<file path="config.mk">
export PLATFORM = sky130hd
export DESIGN_NAME = ext_sram_ctrl
export DESIGN_NICKNAME = d
export VERILOG_FILES = /design/src/rtl/ext_sram_pkg.sv /design/src/rtl/sram_pipe_delay.sv /design/src/rtl/ext_sram_ctrl.sv
export SDC_FILE = /design/constraint.sdc
export NUM_CORES = 1
export LEC_CHECK = 0
export ABC_CLOCK_PERIOD_IN_PS = 3900
export CAP_MARGIN = 40
export CORE_ASPECT_RATIO = 1.2
export CORE_MARGIN = 8
export CORE_UTILIZATION = 35
export CTS_CLUSTER_DIAMETER = 30
export DETAILED_ROUTE_END_ITERATION = 10
export HOLD_SLACK_MARGIN = 0.08
export PLACE_DENSITY_LB_ADDON = 0.25
export SLEW_MARGIN = 40
export SYNTH_ARGS = -nofsm -noshare
export SYNTH_HDL_FRONTEND = slang
export SYNTH_SLANG_ARGS = --single-unit
</file>
<file path="constraint.sdc">
create_clock -name clk -period 3.9 [get_ports clk]
set_clock_uncertainty 0.15 [all_clocks]
set_input_delay 0.39 -clock clk [delete_from_list [all_inputs] [get_ports clk]]
set_output_delay 0.39 -clock clk [all_outputs]
set_load 0.005 [all_outputs]
</file>
<file path="src/rtl/ext_sram_pkg.sv">
// Shared timing constants, FSM encoding and small helpers for the
// NoBL/ZBT pipelined SRAM controller.
package ext_sram_pkg;

  // Clocks from the accept edge until write data is launched onto the bus.
  localparam int WR_DATA_DLY   = 2;
  // Clocks from the accept edge until read data is registered from the bus.
  localparam int RD_LATENCY    = 3;
  // Dead cycles inserted on a read-to-write bus turnaround.
  localparam int TURN_CYCLES   = 1;

  // The tagged delay lines must hold a command for the longest path.
  localparam int PIPE_DEPTH    = RD_LATENCY;

  // Pipeline taps: the entry sitting in tap N is launched/captured on the
  // next edge, so each tap is one less than its edge offset from accept.
  localparam int WR_TAP        = WR_DATA_DLY - 1;
  localparam int RD_OE_TAP     = RD_LATENCY - 2;
  localparam int RD_CAP_TAP    = RD_LATENCY - 1;

  // A write may not follow a read accepted this many edges back or fewer,
  // otherwise its data drive would butt against the read data slot.
  localparam int RD_HAZARD_WIN = RD_LATENCY - TURN_CYCLES;

  typedef enum logic [1:0] {
    ST_IDLE = 2'd0,
    ST_RUN  = 2'd1,
    ST_TURN = 2'd2
  } state_t;

  // A pipeline entry is a read when it is valid and not flagged as a write.
  function automatic logic is_rd(input logic valid, input logic write);
    return valid & ~write;
  endfunction

  // A pipeline entry is a write when it is valid and flagged as a write.
  function automatic logic is_wr(input logic valid, input logic write);
    return valid & write;
  endfunction

endpackage

</file>
<file path="src/rtl/sram_pipe_delay.sv">
// Fixed-depth tagged delay line. Every stage is exposed so the parent can
// tap whichever offset it needs; only the valid/write tags are reset.
module sram_pipe_delay
  import ext_sram_pkg::*;
#(
  parameter int W     = 36,
  parameter int DEPTH = PIPE_DEPTH
) (
  input  logic                      clk,
  input  logic                      reset,
  input  logic                      in_valid,
  input  logic                      in_write,
  input  logic [W-1:0]              in_data,
  output logic [DEPTH-1:0]          q_valid,
  output logic [DEPTH-1:0]          q_write,
  output logic [DEPTH-1:0][W-1:0]   q_data
);

  // Shift the tags one stage per clock; reset empties the line at once.
  always_ff @(posedge clk or posedge reset) begin
    // NOTE: non-blocking assignments so every stage samples the pre-edge value of its neighbour.
    if (reset) begin
      q_valid <= '0;
      q_write <= '0;
    end else begin
      q_valid <= {q_valid[DEPTH-2:0], in_valid};
      q_write <= {q_write[DEPTH-2:0], in_write};
    end
  end

  // Shift the payload alongside the tags.
  always_ff @(posedge clk) begin
    // NOTE: payload is left unreset; the valid tag alone decides whether it is ever used.
    q_data <= {q_data[DEPTH-2:0], in_data};
  end

endmodule

</file>
<file path="src/rtl/ext_sram_ctrl.sv">
// Controller for a NoBL/ZBT pipelined synchronous SRAM. Commands arrive
// on a valid/ready handshake; every pin is driven straight from a flop so
// it can be packed into the IOB. Writes launch data two clocks after
// accept, reads return three clocks after accept, and a read followed by
// a write gets one stall cycle to turn the bus around.
module ext_sram_ctrl
  import ext_sram_pkg::*;
#(
  parameter int AWIDTH = 21,
  parameter int DWIDTH = 36
) (
  input  logic              clk,
  input  logic              reset,
  input  logic              clear,

  input  logic              cmd_valid,
  output logic              cmd_ready,
  input  logic              cmd_write,
  input  logic [AWIDTH-1:0] cmd_addr,
  input  logic [DWIDTH-1:0] cmd_wdata,

  output logic              rd_valid,
  output logic [DWIDTH-1:0] rd_data,

  output logic [AWIDTH-1:0] RAM_A,
  output logic              RAM_WEn,
  output logic              RAM_CE1n,
  output logic              RAM_CENn,
  output logic              RAM_OEn,
  output logic              RAM_LDn,
  output logic [DWIDTH-1:0] RAM_D_po,
  output logic              RAM_D_poe,
  input  logic [DWIDTH-1:0] RAM_D_pi
);

  state_t state;
  state_t state_d;

  logic   ready_en;
  logic   xfer;
  logic   recent_read;
  logic   turn_hit;

  logic [PIPE_DEPTH-1:0]             wr_q_valid;
  logic [PIPE_DEPTH-1:0]             wr_q_write;
  logic [PIPE_DEPTH-1:0][DWIDTH-1:0] wr_q_data;

  logic [PIPE_DEPTH-1:0]             rd_q_valid;
  logic [PIPE_DEPTH-1:0]             rd_q_write;
  logic [PIPE_DEPTH-1:0][AWIDTH-1:0] rd_q_data;

  logic                              wr_launch;
  logic                              rd_in_slot;
  logic                              rd_capture;

  // Only one tap of the write line and the tags of the read line are
  // consumed; the rest of those vectors is folded here on purpose.
  logic                              unused_taps;

  assign xfer        = cmd_valid & cmd_ready;

  // A read accepted within the hazard window blocks an incoming write.
  assign recent_read = |(rd_q_valid[RD_HAZARD_WIN-1:0] & ~rd_q_write[RD_HAZARD_WIN-1:0]);

  // The turnaround stall is raised the cycle the write shows up; the TURN
  // cycle that follows lets it through, so the stall is never repeated.
  assign turn_hit    = (state != ST_TURN) & cmd_valid & cmd_write & recent_read;

  assign wr_launch   = is_wr(wr_q_valid[WR_TAP], wr_q_write[WR_TAP]);
  assign rd_in_slot  = is_rd(rd_q_valid[RD_OE_TAP], rd_q_write[RD_OE_TAP]);
  assign rd_capture  = is_rd(rd_q_valid[RD_CAP_TAP], rd_q_write[RD_CAP_TAP]);

  assign unused_taps = ^{wr_q_valid, wr_q_write, wr_q_data, rd_q_data};

  // Write path: carries the write data until its bus slot.
  sram_pipe_delay #(
    .W     (DWIDTH),
    .DEPTH (PIPE_DEPTH)
  ) u_wr_pipe (
    .clk      (clk),
    .reset    (reset),
    .in_valid (xfer),
    .in_write (cmd_write),
    .in_data  (cmd_wdata),
    .q_valid  (wr_q_valid),
    .q_write  (wr_q_write),
    .q_data   (wr_q_data)
  );

  // Read path: carries the address as a tag until the data is captured.
  sram_pipe_delay #(
    .W     (AWIDTH),
    .DEPTH (PIPE_DEPTH)
  ) u_rd_pipe (
    .clk      (clk),
    .reset    (reset),
    .in_valid (xfer),
    .in_write (cmd_write),
    .in_data  (cmd_addr),
    .q_valid  (rd_q_valid),
    .q_write  (rd_q_write),
    .q_data   (rd_q_data)
  );

  // Hold off cmd_ready until the first edge after reset releases.
  always_ff @(posedge clk or posedge reset) begin
    if (reset) begin
      ready_en <= 1'b0;
    end else begin
      ready_en <= 1'b1;
    end
  end

  // FSM state register.
  always_ff @(posedge clk or posedge reset) begin
    if (reset) begin
      state <= ST_IDLE;
    end else begin
      state <= state_d;
    end
  end

  // FSM next state: track activity and enter TURN on a read-to-write hazard.
  always_comb begin
    // NOTE: default assignment first so no branch leaves state_d unassigned and a latch is inferred.
    state_d = state;
    unique case (state)
      ST_IDLE, ST_RUN: begin
        if (turn_hit && !clear) begin
          state_d = ST_TURN;
        end else if (xfer) begin
          state_d = ST_RUN;
        end else begin
          state_d = ST_IDLE;
        end
      end
      ST_TURN: begin
        state_d = ST_RUN;
      end
      default: begin
        state_d = ST_IDLE;
      end
    endcase
  end

  // FSM outputs: accept commands unless held in reset, flushing, or stalling.
  always_comb begin
    cmd_ready = 1'b0;
    if (ready_en && !clear && !turn_hit) begin
      cmd_ready = 1'b1;
    end
  end

  // SRAM pins: address/control on accept, data drive and OE from pipe taps.
  always_ff @(posedge clk or posedge reset) begin
    if (reset) begin
      RAM_A     <= '0;
      RAM_WEn   <= 1'b1;
      RAM_CE1n  <= 1'b1;
      RAM_CENn  <= 1'b0;
      RAM_OEn   <= 1'b1;
      RAM_LDn   <= 1'b0;
      RAM_D_po  <= '0;
      RAM_D_poe <= 1'b1;
    end else begin
      RAM_CENn  <= 1'b0;
      RAM_LDn   <= 1'b0;
      RAM_CE1n  <= ~xfer;
      RAM_WEn   <= ~(xfer & cmd_write);
      if (xfer) begin
        RAM_A <= cmd_addr;
      end
      RAM_OEn   <= ~rd_in_slot;
      RAM_D_poe <= ~wr_launch;
      if (wr_launch) begin
        RAM_D_po <= wr_q_data[WR_TAP];
      end
    end
  end

  // Read return: register the bus in the read's capture slot.
  always_ff @(posedge clk or posedge reset) begin
    if (reset) begin
      rd_valid <= 1'b0;
      rd_data  <= '0;
    end else begin
      rd_valid <= rd_capture;
      if (rd_capture) begin
        rd_data <= RAM_D_pi;
      end
    end
  end

endmodule
</file>
Yosys cells after proc, flatten, opt, wreduce, memory -nomap -nowiden
Cells that the tools add are included.
Word-level totals
  register bits after elaboration: 183
  output and inout bits: 101
  input port bits: 98
  word-level logic and storage cells: 47
Cells by class
  equal/unequal tests: 3
  reduce and logical (&&, ||, !) cells: 8
  bitwise logic cells: 16
  mux-type cells: 4
Operators by type and width (count)
  $and 1x1->1: 8
  $not 1->1: 6
  $pmux 2 s2: 1
  $reduce_or 2->1: 2
  $logic_and 1x1->1: 3
  $and 2x2->2: 1
  $eq 2x1->1 const B: 1
  $eq 2x2->1 const B: 1
  $logic_not 1->1: 2
  $logic_not 2->1: 1
  $mux 1: 2
  $mux 2: 1
  $ne 2x2->1 const B: 1
  $not 2->2: 1

Depth between registers and ports, before layout
Gate-level depths: netlist (run 1).
  depth after elaboration: 11
  gate-level depth with buffers: 5
  mapped depth without buffers: 3

Hierarchy
From an unflattened synthesis (run 1), not the netlist that was laid out.
Second synthesis, totals
  cell total of the unflattened synthesis: 489
  area total of the unflattened synthesis: 7968.9 um2
Modules (own cells, without submodules)
  ext_sram_ctrl: sequential area each 2532.4 um2, area an instance 4237.8 um2, cells an instance 304, instances 1
  sram_pipe_delay (u_wr_pipe): sequential area each 2312.2 um2, area an instance 2316.0 um2, cells an instance 115, instances 1
  sram_pipe_delay (u_rd_pipe): sequential area each 1411.4 um2, area an instance 1415.1 um2, cells an instance 70, instances 1

Least setup slack after synthesis (run 1)
No wires, ideal clock.
  path type: reg2out
  start: register u_rd_pipe.q_valid[1]
  end: output cmd_ready
  buffers on the path: 2
  slack: 2.163 ns
  stages on the path, launching flop included: 6
  arrival: 1.197 ns
  data required time: 3.360 ns
  cell sequence: dfrtp_1 nor2b_1 buf_6 o211a_4 buf_6 a21oi_1
On the way
  word-level cells in the longest chain between the ends: 6
Ends and longest elaborated chain
  start: declaration: line sram_pipe_delay.sv:14  | output logic [DEPTH-1:0] q_valid,
  start signal: assignment: line sram_pipe_delay.sv:26  | q_valid <= {q_valid[DEPTH-2:0], in_valid};
  $and 2x2->2: line ext_sram_ctrl.sv:63  | assign recent_read = |(rd_q_valid[RD_HAZARD_WIN-1:0] & ~rd_q_write[RD_HAZARD_WIN-1:0]);
  $reduce_or 2->1: line ext_sram_ctrl.sv:63
  $and 1x1->1: line ext_sram_ctrl.sv:67  | assign turn_hit = (state != ST_TURN) & cmd_valid & cmd_write & recent_read;
  $logic_not 1->1: line ext_sram_ctrl.sv:149  | if (ready_en && !clear && !turn_hit) begin
  $logic_and 1x1->1: line ext_sram_ctrl.sv:149
  $mux 1: line ext_sram_ctrl.sv:149
  end: declaration: line ext_sram_ctrl.sv:17  | output logic cmd_ready,
Every way passes these cells.

Worst setup path after layout (run 1)
  start: register state[1]
  end: output cmd_ready
On the way
  word-level cells in the longest chain between the ends: 7
Ends and longest elaborated chain
  start: declaration: line ext_sram_ctrl.sv:36  | state_t state;
  start signal: assignment: line ext_sram_ctrl.sv:119  | state <= state_d;
  $ne 2x2->1: line ext_sram_ctrl.sv:67
  $and 1x1->1 (3 in a row): line ext_sram_ctrl.sv:67
  $logic_not 1->1: line ext_sram_ctrl.sv:149
  $logic_and 1x1->1: line ext_sram_ctrl.sv:149
  $mux 1: line ext_sram_ctrl.sv:149
Every way passes these cells.

==> results of run 1 <==
==> cells in the mapped netlist (all sizes together) <==
| library cell | count | area share (%) |
|---|---|---|
| mux2 | 72 | 14 |
| a21oi | 1 | 0.086 |
| o2111ai | 21 | 3.2 |
| inv | 2 | 0.13 |
| and3b | 1 | 0.15 |
| dfrtp | 103 | 44 |
| nor2 | 1 | 0.065 |
| o21a | 1 | 0.13 |
| dfstp | 4 | 1.8 |
| nor2b | 3 | 0.32 |
| dfxtp | 72 | 25 |
| conb | 2 | 0.13 |
| and4bb | 1 | 0.22 |
| nand2b | 3 | 0.32 |
| clkbuf | 7 | 0.45 |
| o211a | 1 | 0.30 |
| nand3b | 2 | 0.26 |
| nand2 | 43 | 2.8 |
| buf | 18 | 2.1 |
| o211ai | 21 | 4.2 |
| o31ai | 1 | 0.13 |
==> registers in the layout, summed over array words and instances, names as in the netlist, 2 cells and up <==
signal and flops:
u_wr_pipe.q_data 72, RAM_D_po 36, rd_data 36, RAM_A 21, state 2, u_rd_pipe.q_valid 2, u_rd_pipe.q_write 2
==> path summary, 6_finish.rpt <==
| check | cells past startpoint | from | to | slack [ps] |
|---|---|---|---|---|
| min reg2reg | 0 | u_wr_pipe.q_data[14] | u_wr_pipe.q_data[50] | 170 |
| min in group asynchronous | 2 | reset | state[1] | 270 |
| max in group asynchronous | 3 | reset | rd_data[30] | 2670 |
| min | 0 | u_wr_pipe.q_data[14] | u_wr_pipe.q_data[50] | 170 |
| max reg2reg | 3 | state[1] | RAM_A[17] | 1870 |
| max | 4 | state[1] | cmd_ready | 770 |
==> kinds of logic after synthesis <==
kind of cell / count (synthesis)
flip-flops: 179
multiplexers: 72
AND/OR/NAND/NOR: 54
AO/OA/AOI/OAI: 46
buffers and inverters: 27
other: 2
==> worst reg2reg max path, delay by kind of cell, from the launching register on <==
kind | cells | cell delay (ps)
AO/OA/AOI/OAI | 2 | 730
flip-flops | 1 | 400
AND/OR/NAND/NOR | 1 | 610
==> per-stage QoR <==
step | instance area (um2) | instances | hold slack [ps]
global placement | 7939 | 768 | 161.3
CTS | 8591 | 802 | 177.5
floorplan | 5807 | 381 | 159.6
detailed placement | 7986 | 770 | 162.1
global route | 8606 | 803 | 178.3
finish | 8606 | 803 | 174.8
==> final cells by class <==
| type | instances | area, um2 |
|---|---|---|
| clock inverters | 14 | 165.2 |
| repair buffers | 203 | 2058 |
| clock buffers | 18 | 439.2 |
| flip-flops and latches | 179 | 4124 |
| multi-input cells | 175 | 1541 |
| well taps | 212 | 265.3 |
| inverters | 2 | 12.51 |
| fillers | 1384 | 7602 |
==> where the power goes <==
group | switching, mW | internal (mW) | total (mW)
Sequential | 0.143 | 2.11 | 2.25
Clock | 0.781 | 0.880 | 1.66
Combinational | 0.268 | 0.623 | 0.891
==> routing by layer <==
| metal | vias to the layer above | track usage, % |
|---|---|---|
| li1 | 1720 | - |
| met1 | 1776 | 15.65 |
| met2 | 173 | 20.21 |
| met3 | 20 | 5.357 |
| met4 | 2 | 5.303 |
| met5 | - | 0 |
==> flow_summary.yaml, run 1 <==
sta:
  max_slew_margin_pct: 43.40
  fin_setup_tns_ps: 0
  rsz0062_at_grt: "no"
  max_freq_mhz: 320.0
  setup_viol: 0
  tightest_slew_ps: 849.0
  layout_worst_path_cycle_share_pct: 80.13
  finalMaxSlewViolations: 0
  hold_viol: 0
  fin_crit_ps: 3125
  finalWorstSetupSlack_ps: 774.9
synth:
  ys_ff_latch: 179
  avgSynthCellArea_um2: 15.27
  syn_inst: 380
  synthXorXnorAreaFrac_pct: 0
  ys_seq_area_share_pct: 71.07
  synth_compound_area_share_pct: 7.999
  synth_top_family_by_area: "multiplexers"
  yosysUniqueCellTypes: 25
  synth-simple-area-share_pct: 4.161
  yosysWarnings: 0
  synth_adder_area_share_pct: 0
  syn_area_um2: 5803
  muxShareOfSynthArea_pct: 13.97
final_layout:
  diodes: 0
  nets: 676
  area_delta_synth_final_pct: 48.30
  fin_util_pct: 53.10
  final_common_cell: "clkdlybuf4s50_1"
  layout_common_cells: "196 x clkdlybuf4s50_1, 103 x dfrtp_1, 72 x mux2_2, 72 x dfxtp_1, 42 x nand2_1"
  drive_gt1_share_pct: 23.35
worst_setup_path:
  worstPathCellList: "nand2b_1 -> o211a_4 -> a21oi_1 -> clkdlybuf4s50_1"
  crit_slowest_cell: "nand2b_1"
  end_kind: "primary output"
  path_delay_family: "compound AO/OA/AOI/OAI gates"
  crit_type: "reg2out"
  start_kind: "register"
  max_stage_delay_ps: 610
  worstPathArrival_ps: 2590
  critPathMaxFanout: 25
  cp_data_required_time_ps: 3360
  crit_buf_inv: 1
drt:
  dr.max_layer_used: "met5"
  drc: 0
  post_drt_wl_per_cell_um: 16.77
  wl_met2_um: 6208
  drtIter0Drc: 130
  ant_nets: 0
  dr_total_vias: 3691
  drtPass1Iterations: 4
  met3_length_um: 1221
  wl_met1_um: 5803
  routed_wl_um: 13460
  avgViaCountPerCell: 4.597
run_status:
  outcome: "finished, final reports clean"
flow_run:
  drv_cap: 0
cts:
  cts_sinks: 179
  cts_setup_buffers: 0
  numCtsBuffers: 17
  htreeDepth: 4
  cts_tree: "yes"
  path_clk_slew_ps: 70
  clk_path_buf_depth: 2
  post_cts_resized: 0
  cts.hold.buffers_added: 0
  clkLatencyLatePin_ps: 420
  root_buffer: "clkbuf_16"
floorplanning:
  dieArea_um2: 20970
  initial_core_util_pct: 35.80
  fp.dieW_um: 133.5
  ios: 199
  core_region_area_um2: 16210
  rows: 51
  die_h_um: 157.1
placement:
  pre_cts_slack_ps: 1194
  io_buffers: 196
  dp_hpwl_um: 9840
  gp_congestion: 0.8314
pwr:
  ir_drop_mv: 0.2693
  p_leak_nw: 3.558
  power_mw: 4.803
  power.density_nw_per_um2: 558.1
hold_path:
  worstHoldPathType: "reg2reg"
global_route:
  grt_pass1_wl_um: 21370
  grt_usage_pct: 12.99
  grt_antenna_before_repair: 1
  grt_pass1_vias: 3927
  grt_overflow: 0
  grt_max_degree: 62
(Power assumes the default switching activity.)
==> run 2: changes to the inputs <==
- ABC_CLOCK_PERIOD_IN_PS: 3900 -> 3200
- clock period: 3.9 -> 3.2 ns (I/O delays scaled with it)
==> run 2 against run 1 <==
Sequential power rose by 22%. Register-to-register slack got worse by 340 ps. Worst hold slack improved by 0.54 ps. Die area did not move. Cell count rose by 0.25%. Setup slack got worse by 310 ps. Count of clock-buffer cells in the layout did not move. Sequential cell count did not move. Critical path depth rose by 1. Combinational power rose by 22%. Global-route usage barely moved. Via count rose by 0.87%. Critical endpoint unchanged. Largest cell class unchanged. Highest routed layer is now met4.
==> flow_summary.yaml, run 2 (synthesized netlist as in run 1, its figures left out) <==
final_layout:
  layoutNonFillerInstCount: 805
  layout_common_cells: "196 x clkdlybuf4s50_1, 103 x dfrtp_1, 72 x mux2_2, 72 x dfxtp_1, 42 x nand2_1"
  regMostFlops: "u_wr_pipe.q_data"
  area_delta_synth_final_pct: 48.04
  reg.largest.list: "u_wr_pipe.q_data: 72 flops, RAM_D_po: 36 flops, rd_data: 36 flops"
  fillers: 1379
  drive_gt1_share_pct: 23.44
  regArea_um2: 4124
  nets: 678
  final_common_cell: "clkdlybuf4s50_1"
  largest_reg_flops: 72
  multiInputGateArea_um2: 1541
  diodes: 0
worst_setup_path:
  r2r_setup_slack_ps: 1530
  r2r_end: "RAM_A[17]"
  path_delay_family: "buffers and inverters"
  max_stage_delay_ps: 480
  critPathMaxFanout: 25
  crit_slowest_cell: "clkdlybuf4s50_1"
  r2r_cells: 4
  worstPathCellList: "nor2b_1 -> buf_4 -> o211a_4 -> a21oi_1 -> clkdlybuf4s50_1"
  reg2reg_from: "u_wr_pipe.q_write[0]"
  crit_buf_inv: 2
  worstPathArrival_ps: 2270
  cp_data_required_time_ps: 2730
  start_kind: "register"
  end_kind: "primary output"
  crit_type: "reg2out"
floorplanning:
  die_h_um: 157.1
  dieArea_um2: 20970
  ios: 199
  initial_core_util_pct: 35.80
  fp.dieW_um: 133.5
  rows: 51
  core_region_area_um2: 16210
pwr:
  ir_drop_mv: 0.3599
  power.density_nw_per_um2: 676.0
  p_leak_nw: 3.556
cts:
  clkLatencyLatePin_ps: 420
  cts_sinks: 179
  clk_path_buf_depth: 2
  numCtsBuffers: 17
  root_buffer: "clkbuf_16"
  path_clk_slew_ps: 70
  htreeDepth: 4
  post_cts_resized: 0
  cts_tree: "yes"
sta:
  tightest_slew_ps: 595.0
  rsz0062_at_grt: "no"
  fin_crit_ps: 2737
  setup_viol: 0
  finalWorstSetupSlack_ps: 463.1
  hold_viol: 0
  max_slew_margin_pct: 60.33
  layout_worst_path_cycle_share_pct: 85.53
  finalMaxSlewViolations: 0
  fin_setup_tns_ps: 0
  max_freq_mhz: 365.4
drt:
  routed_wl_um: 13490
  drtIter0Drc: 151
  avgViaCountPerCell: 4.625
  drc: 0
  dr_total_vias: 3723
  ant_nets: 0
  post_drt_wl_per_cell_um: 16.76
  drtPass1Iterations: 4
placement:
  io_buffers: 196
  dp_hpwl_um: 9679
  gp_congestion: 0.7545
  dp_cells: 771
  pre_cts_slack_ps: 863.9
global_route:
  grt_overflow: 0
  grt_max_degree: 107
  grt_pass1_wl_um: 21250
  grt_antenna_before_repair: 0
  grt_usage_pct: 12.97
  grt_pass1_vias: 3922
run_status:
  outcome: "finished, final reports clean"
hold_path:
  worstHoldPathType: "reg2reg"
  whs_path_depth: 0
  hold_path_end: "u_wr_pipe.q_data[69]"
  hold_start: "u_wr_pipe.q_data[33]"
flow_run:
  drv_cap: 0
## run 2: worst max-delay path by stage
stage                     cells past startpoint   endpoint                 start  slack (ps)
final                                         5  cmd_ready  u_wr_pipe.q_write[0]         460
after global placement                        4  cmd_ready             cmd_write         900
after CTS                                     5  cmd_ready  u_wr_pipe.q_valid[0]         440
after floorplan                               1   RAM_A[0]                 reset        1450
after global routing                          5  cmd_ready  u_wr_pipe.q_write[0]         280
after detailed placement                      4  cmd_ready             cmd_write         860
## run 2: area by class of cell
type | count | share of cell area [%]
Clock buffer | 18 | 5.112
Clock inverter | 14 | 1.602
Inverter | 2 | 0.1311
Multi-Input combinational cell | 175 | 17.94
Sequential cell | 179 | 48.00
Tap cell | 212 | 3.088
Timing Repair Buffer | 205 | 24.12
## run 2: per-stage QoR
| stage | instance area, um2 | hold WS [ps] | utilization [%] | power (mW) |
|---|---|---|---|---|
| after floorplan | 5811 | 159.6 | - | 3.108 |
| after global placement | 7948 | 160.0 | 49.04 | 3.862 |
| after detailed placement | 7995 | 162.1 | 49.33 | 3.899 |
| after CTS | 8582 | 166.9 | 52.95 | 5.905 |
| after global routing | 8591 | 163.1 | 53.00 | 6.101 |
| final | 8591 | 175.3 | 53.00 | 5.808 |
## run 2: repair_timing
action,in CTS,in global routing
hold buffers,1,0
endpoints found under the hold margin,1,0
buffers inserted,0,0
## run 2: where the power goes
part / switching, mW / total (mW) / leakage, nW / internal (mW)
logic: 0.328 / 1.09 / 1.37 / 0.760
registers: 0.176 / 2.75 / 1.90 / 2.57
clock network: 0.919 / 1.97 / 0.283 / 1.06
## run 2: per-layer routing
metal	wire (um)	GRT usage (%)	vias to the layer above
li1	-	-	1727
met1	5594	15.16	1831
met2	6623	20.83	156
met3	1139	5.612	9
met4	130	4.660	0
met5	0	0	-
==> run 3: changes to the inputs <==
- PLACE_DENSITY_LB_ADDON: 0.25 -> 0.1
==> run 3 against run 2 <==
Maximum frequency increased by 1.1%. Count of clock-buffer cells in the layout unchanged. Combinational power about the same. Non-clock buffer count increased by 3. Via count increased by 0.21%. Critical path depth unchanged. Clock power increased by 6%. Sequential cell count unchanged. Utilization increased by 0.48 points. Largest cell class unchanged. Highest routed layer unchanged.
==> flow_summary.yaml, run 3 (synthesized netlist as in run 1, its figures left out) <==
sta:
  setup_viol: 0
  tightest_slew_ps: 575.1
  layout_worst_path_cycle_share_pct: 84.60
  fin_setup_tns_ps: 0
  rsz0062_at_grt: "no"
  fin_crit_ps: 2707
  timing.hold.ws_ps: 173.9
  finalMaxSlewViolations: 0
  hold_viol: 0
  max_freq_mhz: 369.4
  max_slew_margin_pct: 61.66
final_layout:
  layout_common_cells: "196 x clkdlybuf4s50_1, 103 x dfrtp_1, 72 x mux2_2, 72 x dfxtp_1, 42 x nand2_1"
  largest_reg_flops: 72
  area_delta_synth_final_pct: 49.37
  nets: 681
  regMostFlops: "u_wr_pipe.q_data"
  drive_gt1_share_pct: 23.66
  reg.largest.list: "u_wr_pipe.q_data: 72 flops, RAM_D_po: 36 flops, rd_data: 36 flops"
  fin_util_pct: 53.48
  final_common_cell: "clkdlybuf4s50_1"
  layoutNonFillerInstCount: 809
  final_area_um2: 8668
floorplanning:
  initial_core_util_pct: 35.80
  ios: 199
  die_h_um: 157.1
  dieArea_um2: 20970
  core_region_area_um2: 16210
  rows: 51
  fp.dieW_um: 133.5
worst_setup_path:
  crit_slowest_cell: "o211a_4"
  cp_data_required_time_ps: 2730
  crit_buf_inv: 2
  start_kind: "register"
  r2r_setup_slack_ps: 1510
  end_kind: "primary output"
  worstPathArrival_ps: 2240
  crit_type: "reg2out"
  worstPathCellList: "nor2b_1 -> buf_4 -> o211a_4 -> a21oi_1 -> clkdlybuf4s50_1"
  critPathMaxFanout: 25
  path_delay_family: "buffers and inverters"
  max_stage_delay_ps: 460
placement:
  dp_hpwl_um: 9883
  io_buffers: 196
  gp_congestion: 0.7422
  place_area_um2: 8038
  dp_cells: 774
global_route:
  grt_antenna_before_repair: 0
  grt_max_degree: 46
  grt_overflow: 0
  grt_pass1_wl_um: 21780
  grt_usage_pct: 13.30
  grt_pass1_vias: 3982
drt:
  routed_wl_um: 13860
  dr_total_vias: 3731
  ant_nets: 0
  drtIter0Drc: 169
  drc: 0
  drtPass1Iterations: 4
  avgViaCountPerCell: 4.612
  post_drt_wl_per_cell_um: 17.13
cts:
  cts_setup_buffers: 0
  path_clk_slew_ps: 70
  cts_tree: "yes"
  clk_path_buf_depth: 2
  cts_sinks: 179
  root_buffer: "clkbuf_16"
  clkLatencyLatePin_ps: 420
  htreeDepth: 4
  numCtsBuffers: 17
flow_run:
  drv_cap: 0
pwr:
  ir_drop_mv: 0.2874
  p_leak_nw: 3.585
  power.density_nw_per_um2: 682.8
run_status:
  outcome: "finished, final reports clean"
hold_path:
  worstHoldPathType: "reg2reg"
==> run 3: cell count changes in the layout (fill, tap and decap cells not counted), sizes merged <==
| cell | change |
|---|---|
| clkinvlp | +2 |
| bufinv | +2 |
| diode | +1 |
| buf | +3 |
| clkinv | -4 |
==> run 3: power breakdown <==
part           switching [mW]  internal [mW]
logic                   0.326          0.765
clock network           0.902           1.18
registers               0.177           2.57
total                    1.40           4.51
==> run 3: routing by layer <==
layer / routed length, um / part of all wire [%] / track usage, %
met1: 5811 / 42 / 15.15
met2: 6822 / 49 / 21.74
met3: 1084 / 7.8 / 5.644
met4: 140 / 1.0 / 5.196
met5: 0 / 0 / 0
==> run 3: final cells by class <==
type                    instances  area, um2
fillers                      1378       7540
flip-flops and latches        179       4124
repair buffers                208       2127
multi-input cells             175       1541
clock buffers                  18      429.2
well taps                     212      265.3
clock inverters                14      167.7
inverters                       2      11.26
diodes                          1      2.502
==> run 3: path summary, 6_finish.rpt <==
path | cells past startpoint | start | to
setup / recovery | 5 | u_wr_pipe.q_write[0] | cmd_ready
hold / removal | 0 | u_wr_pipe.q_data[0] | u_wr_pipe.q_data[36]
setup reg to reg | 4 | u_wr_pipe.q_write[0] | RAM_A[17]
hold reg to reg | 0 | u_wr_pipe.q_data[0] | u_wr_pipe.q_data[36]
max in group asynchronous | 5 | reset | RAM_CE1n
min in group asynchronous | 3 | reset | RAM_D_po[35]
==> run 3: metrics by stage <==
stage               worst slack (ps)  power, mW
CTS                            445.5      6.016
floorplan                       1446      3.108
detailed placement             886.2      3.907
finish                         492.9      5.918
global placement               898.7      3.875
global route                   369.3      6.219
==> run 3: what timing repair did <==
item	in CTS	in global routing
resized for setup	0	0
hold buffers	0	1
hold endpoints to repair	0	11
